<file path="config.mk">
export PLATFORM = sky130hd
export DESIGN_NAME = reg_file_mp
export DESIGN_NICKNAME = d
export VERILOG_FILES = /design/src/rtl/reg_file_pkg.sv /design/src/rtl/reg_file_clear_ctrl.sv /design/src/rtl/reg_file_mp.sv
export SDC_FILE = /design/constraint.sdc
export NUM_CORES = 1
export LEC_CHECK = 0
export ABC_CLOCK_PERIOD_IN_PS = 2800
export CORE_AREA = 2 2 125 127
export DETAILED_ROUTE_END_ITERATION = 10
export DIE_AREA = 0 0 127 129
export GPL_ROUTABILITY_DRIVEN = 0
export PLACE_DENSITY_LB_ADDON = 0.25
export SLEW_MARGIN = 40
export SYNTH_ARGS = -nofsm -noshare
export SYNTH_HDL_FRONTEND = slang
export SYNTH_SLANG_ARGS = --single-unit
</file>
<file path="constraint.sdc">
create_clock -name clk -period 2.8 [get_ports clk]
set_input_delay 0.7 -clock clk [delete_from_list [all_inputs] [get_ports clk]]
set_output_delay 0.7 -clock clk [all_outputs]
set_load 0.02 [all_outputs]
</file>
<file path="src/rtl/reg_file_pkg.sv">
// Shared types and helpers for the multi-read-port register file.
package reg_file_pkg;

    typedef enum logic {
        CLEAR = 1'b0,
        IDLE  = 1'b1
    } rf_state_e;

    localparam int unsigned MAX_NUM_RD = 8;

    function automatic int unsigned lanes(input int unsigned data_width,
                                          input int unsigned byte_w);
        return data_width / byte_w;
    endfunction

endpackage

</file>
<file path="src/rtl/reg_file_clear_ctrl.sv">
// Clear-sweep sequencer: walks every entry once after reset or on a clr request.
//
// state | meaning
// CLEAR | sweep in progress, entry[cnt] zeroed each edge, busy=1
// IDLE  | array available for user writes and reads, clr accepted
module reg_file_clear_ctrl
    import reg_file_pkg::*;
#(
    parameter int unsigned ADDR_WIDTH = 4
) (
    input  logic                  clk_i,
    input  logic                  rst_n_i,
    input  logic                  clr_i,
    output logic                  busy_o,
    output logic                  clr_we_o,
    output logic [ADDR_WIDTH-1:0] clr_addr_o,
    output logic                  clr_next_o
);

    localparam logic [ADDR_WIDTH-1:0] LAST_ADDR = '1;

    rf_state_e             state_q, state_d;
    logic [ADDR_WIDTH-1:0] cnt_q, cnt_d;

    always_ff @(posedge clk_i) begin
        if (!rst_n_i) begin
            state_q <= CLEAR;
            cnt_q   <= '0;
        end else begin
            state_q <= state_d;
            cnt_q   <= cnt_d;
        end
    end

    always_comb begin
        state_d = state_q;
        cnt_d   = cnt_q;
        case (state_q)
            CLEAR: begin
                // Counter wraps back to 0 on the final entry, ready for the next sweep.
                cnt_d = cnt_q + ADDR_WIDTH'(1);
                if (cnt_q == LAST_ADDR) begin
                    state_d = IDLE;
                end
            end
            IDLE: begin
                if (clr_i) begin
                    state_d = CLEAR;
                    cnt_d   = '0;
                end
            end
            default: begin
                state_d = CLEAR;
                cnt_d   = '0;
            end
        endcase
    end

    always_comb begin
        busy_o     = (state_q == CLEAR);
        clr_we_o   = (state_q == CLEAR);
        clr_addr_o = cnt_q;
        clr_next_o = (state_d == CLEAR);
    end

endmodule

</file>
<file path="src/rtl/reg_file_mp.sv">
// Multi-read-port register file with byte-lane writes, optional registered
// write-first reads, and a hardware zeroing sweep after reset or on request.
module reg_file_mp
    import reg_file_pkg::*;
#(
    parameter int unsigned DATA_WIDTH = 8,
    parameter int unsigned ADDR_WIDTH = 4,
    parameter int unsigned NUM_RD     = 2,
    parameter int unsigned REG_RD     = 1,
    parameter int unsigned BYTE_W     = 8
) (
    input  logic                           clk,
    input  logic                           rst_n,
    input  logic                           clr,
    input  logic                           wr_en,
    input  logic [ADDR_WIDTH-1:0]          w_addr,
    input  logic [DATA_WIDTH-1:0]          w_data,
    input  logic [DATA_WIDTH/BYTE_W-1:0]   w_be,
    input  logic [NUM_RD*ADDR_WIDTH-1:0]   r_addr,
    output logic [NUM_RD*DATA_WIDTH-1:0]   r_data,
    output logic                           busy
);

    localparam int unsigned LANES = lanes(DATA_WIDTH, BYTE_W);
    localparam int unsigned DEPTH = 1 << ADDR_WIDTH;

    if ((DATA_WIDTH % BYTE_W) != 0) begin : g_bad_byte_w
        $error("reg_file_mp: DATA_WIDTH must be a multiple of BYTE_W");
    end
    if ((NUM_RD < 1) || (NUM_RD > MAX_NUM_RD)) begin : g_bad_num_rd
        $error("reg_file_mp: NUM_RD must be in 1..8");
    end

    logic                  clr_we;
    logic [ADDR_WIDTH-1:0] clr_addr;
    logic                  clr_next;

    reg_file_clear_ctrl #(
        .ADDR_WIDTH (ADDR_WIDTH)
    ) u_clear_ctrl (
        .clk_i      (clk),
        .rst_n_i    (rst_n),
        .clr_i      (clr),
        .busy_o     (busy),
        .clr_we_o   (clr_we),
        .clr_addr_o (clr_addr),
        .clr_next_o (clr_next)
    );

    logic [DATA_WIDTH-1:0] mem_q [DEPTH];

    logic                  wr_accept;
    logic [DATA_WIDTH-1:0] wr_word;
    logic                  arr_we;
    logic [ADDR_WIDTH-1:0] arr_addr;
    logic [DATA_WIDTH-1:0] arr_word;

    // A concurrent clr request takes priority over the user write.
    assign wr_accept = wr_en && !busy && !clr;

    always_comb begin
        wr_word = mem_q[w_addr];
        for (int i = 0; i < LANES; i++) begin
            if (w_be[i]) begin
                wr_word[i*BYTE_W +: BYTE_W] = w_data[i*BYTE_W +: BYTE_W];
            end
        end
    end

    always_comb begin
        arr_we   = rst_n && (clr_we || wr_accept);
        arr_addr = clr_we ? clr_addr : w_addr;
        arr_word = clr_we ? '0 : wr_word;
    end

    always_ff @(posedge clk) begin
        if (arr_we) begin
            mem_q[arr_addr] <= arr_word;
        end
    end

    for (genvar k = 0; k < NUM_RD; k++) begin : g_rd
        logic [ADDR_WIDTH-1:0] rd_addr;
        assign rd_addr = r_addr[k*ADDR_WIDTH +: ADDR_WIDTH];

        if (REG_RD != 0) begin : g_reg
            logic [DATA_WIDTH-1:0] rd_q, rd_d;

            // Bypass covers the sweep write too, so the last cleared entry never reads stale.
            always_comb begin
                rd_d = mem_q[rd_addr];
                if (clr_next) begin
                    rd_d = '0;
                end else if (arr_we && (arr_addr == rd_addr)) begin
                    rd_d = arr_word;
                end
            end

            always_ff @(posedge clk) begin
                if (!rst_n) begin
                    rd_q <= '0;
                end else begin
                    rd_q <= rd_d;
                end
            end

            assign r_data[k*DATA_WIDTH +: DATA_WIDTH] = rd_q;
        end else begin : g_comb
            assign r_data[k*DATA_WIDTH +: DATA_WIDTH] = busy ? '0 : mem_q[rd_addr];
        end
    end

endmodule

</file>
**After elaboration in Yosys (flattened, before gate mapping)**

Memory sizes are Yosys's and may differ from the RTL's. A register that Yosys moved wholly into a read port is not among the register bits.
Index checks and enable logic that the tools add are counted.

- RAM bits: 128
- Word-level logic and storage cells: 25
- Flip-flop bits (word level): 5
- Memories: 1
- Bits of input ports: 25

- Mux-type cells: 10
- Add/subtract/negate cells: 1
- Reductions and logical operators: 8
- Bitwise operators: 1
- Equal/unequal tests: 2

Memory list:

| name | depth | width | read ports | clocked after memory_dff | write ports | line | RTL |
|---|---|---|---|---|---|---|---|
| mem_q | 16 | 8 | 3 | 2 | 1 | reg_file_mp.sv:50 | `logic [DATA_WIDTH-1:0] mem_q [DEPTH];` |

Operator list:

| operator | number |
|---|---|
| 8-bit 2-to-1 mux | 2 |
| 4-bit 2-to-1 mux | 2 |
| 4-bit one-hot mux with 2 select lines | 1 |
| 4-bit by 1-bit adder with 4-bit output (second input constant) | 1 |
| 4-bit == test (second input constant) | 1 |
| 1-bit 2-to-1 mux | 4 |
| 1-bit logical AND | 3 |
| 1-bit zero test | 3 |
| 2-bit != test (second input constant) | 1 |
| 1-bit one-hot mux with 2 select lines | 1 |
| 2-bit AND reduction | 1 |
| 1-bit logical OR | 1 |
| 1-bit inverter | 1 |

**Logic depth before layout (Yosys ltp)**

- Word-level depth: 6
- Gate-level depth with buffers: 8
- Gate-level depth less buffers: 7

**By module**

A second synthesis with hierarchy kept.

- Cells, all modules: 544
- Area total of the unflattened synthesis: 8,254.2 sq um

Modules (own cells, without submodules):

| module | seq. area each (sq um) | times used | area each (sq um) | cells an instance |
|---|---|---|---|---|
| reg_file_mp | 4,164.0 | 1 | 8,013.9 | 517 |
| reg_file_clear_ctrl | 100.1 | 1 | 240.2 | 27 |

**Least setup slack after synthesis**

OpenSTA, ideal clock, no wires.

- Path kind: input to register
- Start: input w_addr[0]
- End: register g_rd[0].g_reg.rd_q[3] (read register of mem_q)
- Data arrival time: 2,251 ps
- Required time: 2,739 ps
- Setup slack: 488 ps
- Cell stages on the path: 8
- Path through: clkbuf_2 -> and2_1 -> buf_2 -> buf_6 -> a22oi_1 -> a21oi_1 -> nor3_2 -> a22o_1

RTL lines:

| what | line | RTL |
|---|---|---|
| start, declared | reg_file_mp.sv:16 | `input logic [ADDR_WIDTH-1:0] w_addr,` |
| end, declared | reg_file_mp.sv:87 | `logic [DATA_WIDTH-1:0] rd_q, rd_d;` |

**Worst setup path after layout**

- Start: register u_clear_ctrl.state_q
- End: output busy

- Word-level cells in the longest chain between the ends: 1

RTL lines:

| what | line | RTL |
|---|---|---|
| start, declared | reg_file_clear_ctrl.sv:22 | `rf_state_e state_q, state_d;` |
| start signal, assigned | reg_file_clear_ctrl.sv:30 | `state_q <= state_d;` |
| 1-bit inverter | reg_file_clear_ctrl.sv:60 | `busy_o = (state_q == CLEAR);` |
| end, declared | reg_file_mp.sv:21 | `output logic busy` |

No other way between the ends.

==> results.md <==
* # Post-CTS Setup Buffers at 0
* Hold path startpoint: u_clear_ctrl.clr_addr_o[1]
* Non-filler instance count after layout at 828
* Clk slew on worst S/H paths at 60 ps
* PortBufs at 41
* Critical Path Stages at 3
* Tot Pwr at 5360 uW
* Largest cells by area after synthesis: edfxtp_1, mux4_2, mux2i_1
* Total CTS buffers at 17
* Slew Limit Fails at 0
* Commonest non-fill, non-tap cell in the layout: edfxtp_1
* First-pass GRT wire length at 36300 um
* Post-DP HPWL at 16800 um
* Die Height at 129 um
* Routed via count at 5840
* Total track usage at 0.313
* Drc violations at 0
* Fin crit period at 2610 ps
* Core box area at 15000 sq um
* Leak at 0.00353 uW
* Initial drt markers at 673
* Worst Hold Depth at 2
* Hold EP: u_clear_ctrl.clr_addr_o[1]
* Mean Syn Cell Area at 14.9 sq um
* CP Max Fanout at 33
* Count of cell types in the netlist at 41
* Area Growth Syn to Fin at 21.2%
* Worst path cell trace: buf_4, inv_1, clkdlybuf4s50_1
* Prevailing post-synth register cell: edfxtp_1
* H-tree Lvls at 4
* Post-synth EDFFs at 128
* Critical path class: reg -> out
* Crit-path max cell delay at 590 ps
* Hold Buf Count CTS at 0
* Resize count post-CTS at 0
* Largest net degree at the start of global routing at 34
* Post-synth top area cell: edfxtp_1
* Routed WL at 24600 um
* Peak VDD IR at 466 uV
* Commonest non-fill, non-tap cells in the layout: edfxtp_1, mux2i_1, a22oi_1, mux4_2, buf_4
* Die ar. at 16400 sq um
* R2R depth at 6
* Dpl cells at 798
* Reg-to-reg startpoint: u_clear_ctrl.state_q
* Antenna diodes at 0
* Worst slew margin at 0.467
* Vias in the first global route at 5910
* Outcome: completed
* Layout Nets at 655
* Setup TNS Final at 0 ps
* DP Area at 9230 sq um
* FMAX at 383 MHz
* Unrepaired setup endpoints after global routing: no
* GRT overflow at 0
* CTS tree: yes
* Crit path max-delay family: buffers and inverters
* Max Cap Viol at 0
* CTS root buf: clkbuf_16
* Async SR Flop Fraction at 0
* Crit-path slowest cell: clkdlybuf4s50_1
* Setup Skew at 9.81 ps
* Clock Path Buffers at 2
* CP Capture Type: output pin
* Synth warn at 0
* Final instance area at 9830 sq um
* Critical path buffer and inverter count at 3
* Synth top area share at 0.474
* Cell Rows at 45
* Mapped Cells at 545
* Pwr Density at 545 nW/um^2
* Crit path DAT at 1910 ps
* Syn Nets at 571
* Antenna violations before repair at 0
* HP Class: reg -> reg
* Final setup vio count at 0
* Period utilization at 0.933
* Final ANT Viol Nets at 0
* CP required at 2100 ps
* Drt via density at 7.05
* R2R Setup Slk at 500 ps
* Critical path startpoint category: flop
* Starting Density at 0.542
* Share of layout cells above drive strength 1 at 0.291
* Die span in x at 127 um
* First-pass iteration count of the detailed router at 5
* FF+latch count, synth at 149
* Mapped Area at 8120 sq um
* # IOs at 42
* Measured slew at the worst slew-check pin at 796 ps
* Worst flop-to-flop path endpoint: g_rd[1].g_reg.rd_q[5]
* Post-synthesis sequential area ratio at 0.525
* Final Hold Vio Count at 0
* CTS sink count at 149
* Clk_lat worst skew at 430 ps
* Wire per inst at 29.8 um
## Yosys cell counts (2+ instances only)
cell and instances:
nand2b_1 4, dfxtp_1 21, buf_4 9, a22o_1 16, nor2_1 19, clkbuf_1 10
mux2i_1 65, a22oi_1 64, xor2_1 2, buf_6 8, buf_2 11, edfxtp_1 128
nor3_2 10, mux4_2 64, nor3b_1 7, o21ai_0 13, and4_1 2, buf_1 6
inv_1 5, a31oi_1 5, xnor2_1 6, nor3_1 3, nor2b_1 6, and2_1 3
a21oi_1 16, mux2i_2 2, a31oi_2 2, nand2_1 25
## flip-flops by register name, summed over array words and instances (netlist names)
name and flops:
g_rd.g_reg.rd_q 16, u_clear_ctrl.clr_addr_o 4, mem_q 128, u_clear_ctrl.state_q 1
## power by group
| part | switching [uW] | internal (uW) |
|---|---|---|
| Sequential | 23.9 | 2410 |
| Combinational | 294 | 273 |
| Clock | 890 | 1480 |
## worst register-to-register path: stages, from the launching register on
cell and delay (ps):
dfxtp_1 310, buf_4 350, mux2i_1 390, xnor2_1 200, nor3_2 80, a31oi_2 670
a22o_1 250
## per-stage QoR
| stage | worst slack (ps) | util | hold WS [ps] |
|---|---|---|---|
| floorplan | 488 | - | 554 |
| global placement | -307 | 0.613 | 603 |
| detailed placement | -135 | 0.616 | 633 |
| CTS | 198 | 0.657 | 643 |
| global route | 111 | 0.657 | 667 |
| finish | 186 | 0.657 | 638 |
## how the worst max path moves through the flow
stage / start / end / slack [ps]
after floorplan: w_addr[0] / g_rd[0].g_reg.rd_q[3] / 490
after global placement: w_addr[0] / mem_q[10][0] / -310
after detailed placement: w_addr[2] / g_rd[1].g_reg.rd_q[5] / -140
after CTS: u_clear_ctrl.state_q / busy / 200
after global routing: u_clear_ctrl.state_q / busy / 110
final: u_clear_ctrl.state_q / busy / 190
## logic make-up (layout without fill, tap and decap cells)
logic type	count (synthesis)	after routing	synth area share
AO/OA/AOI/OAI	121	121	0.107
flip-flops	149	149	0.525
AND/OR/NAND/NOR	83	83	0.0563
buffers and inverters	51	146	0.0375
XOR/XNOR	8	8	0.00863
multiplexers	132	132	0.264
adder cells (fa/ha/maj)	1	1	0.00154
## layer usage
metal | share of wire | GRT usage | wire [um]
met5 | 0 | 0 | 0
met1 | 0.37 | 0.392 | 9240
met2 | 0.46 | 0.477 | 11300
met3 | 0.10 | 0.0998 | 2510
met4 | 0.063 | 0.200 | 1540
## final cells by class
cell class                 instances  area (sq um)
fill                            1025          5140
inverter                           5          18.8
clock buffer                      17           425
multi-input combinational        345          3600
clock inverter                    13           179
tap                              188           235
timing repair buffer             111          1110
sequential                       149          4260
Note: power is estimated with default switching activity, not from simulation.
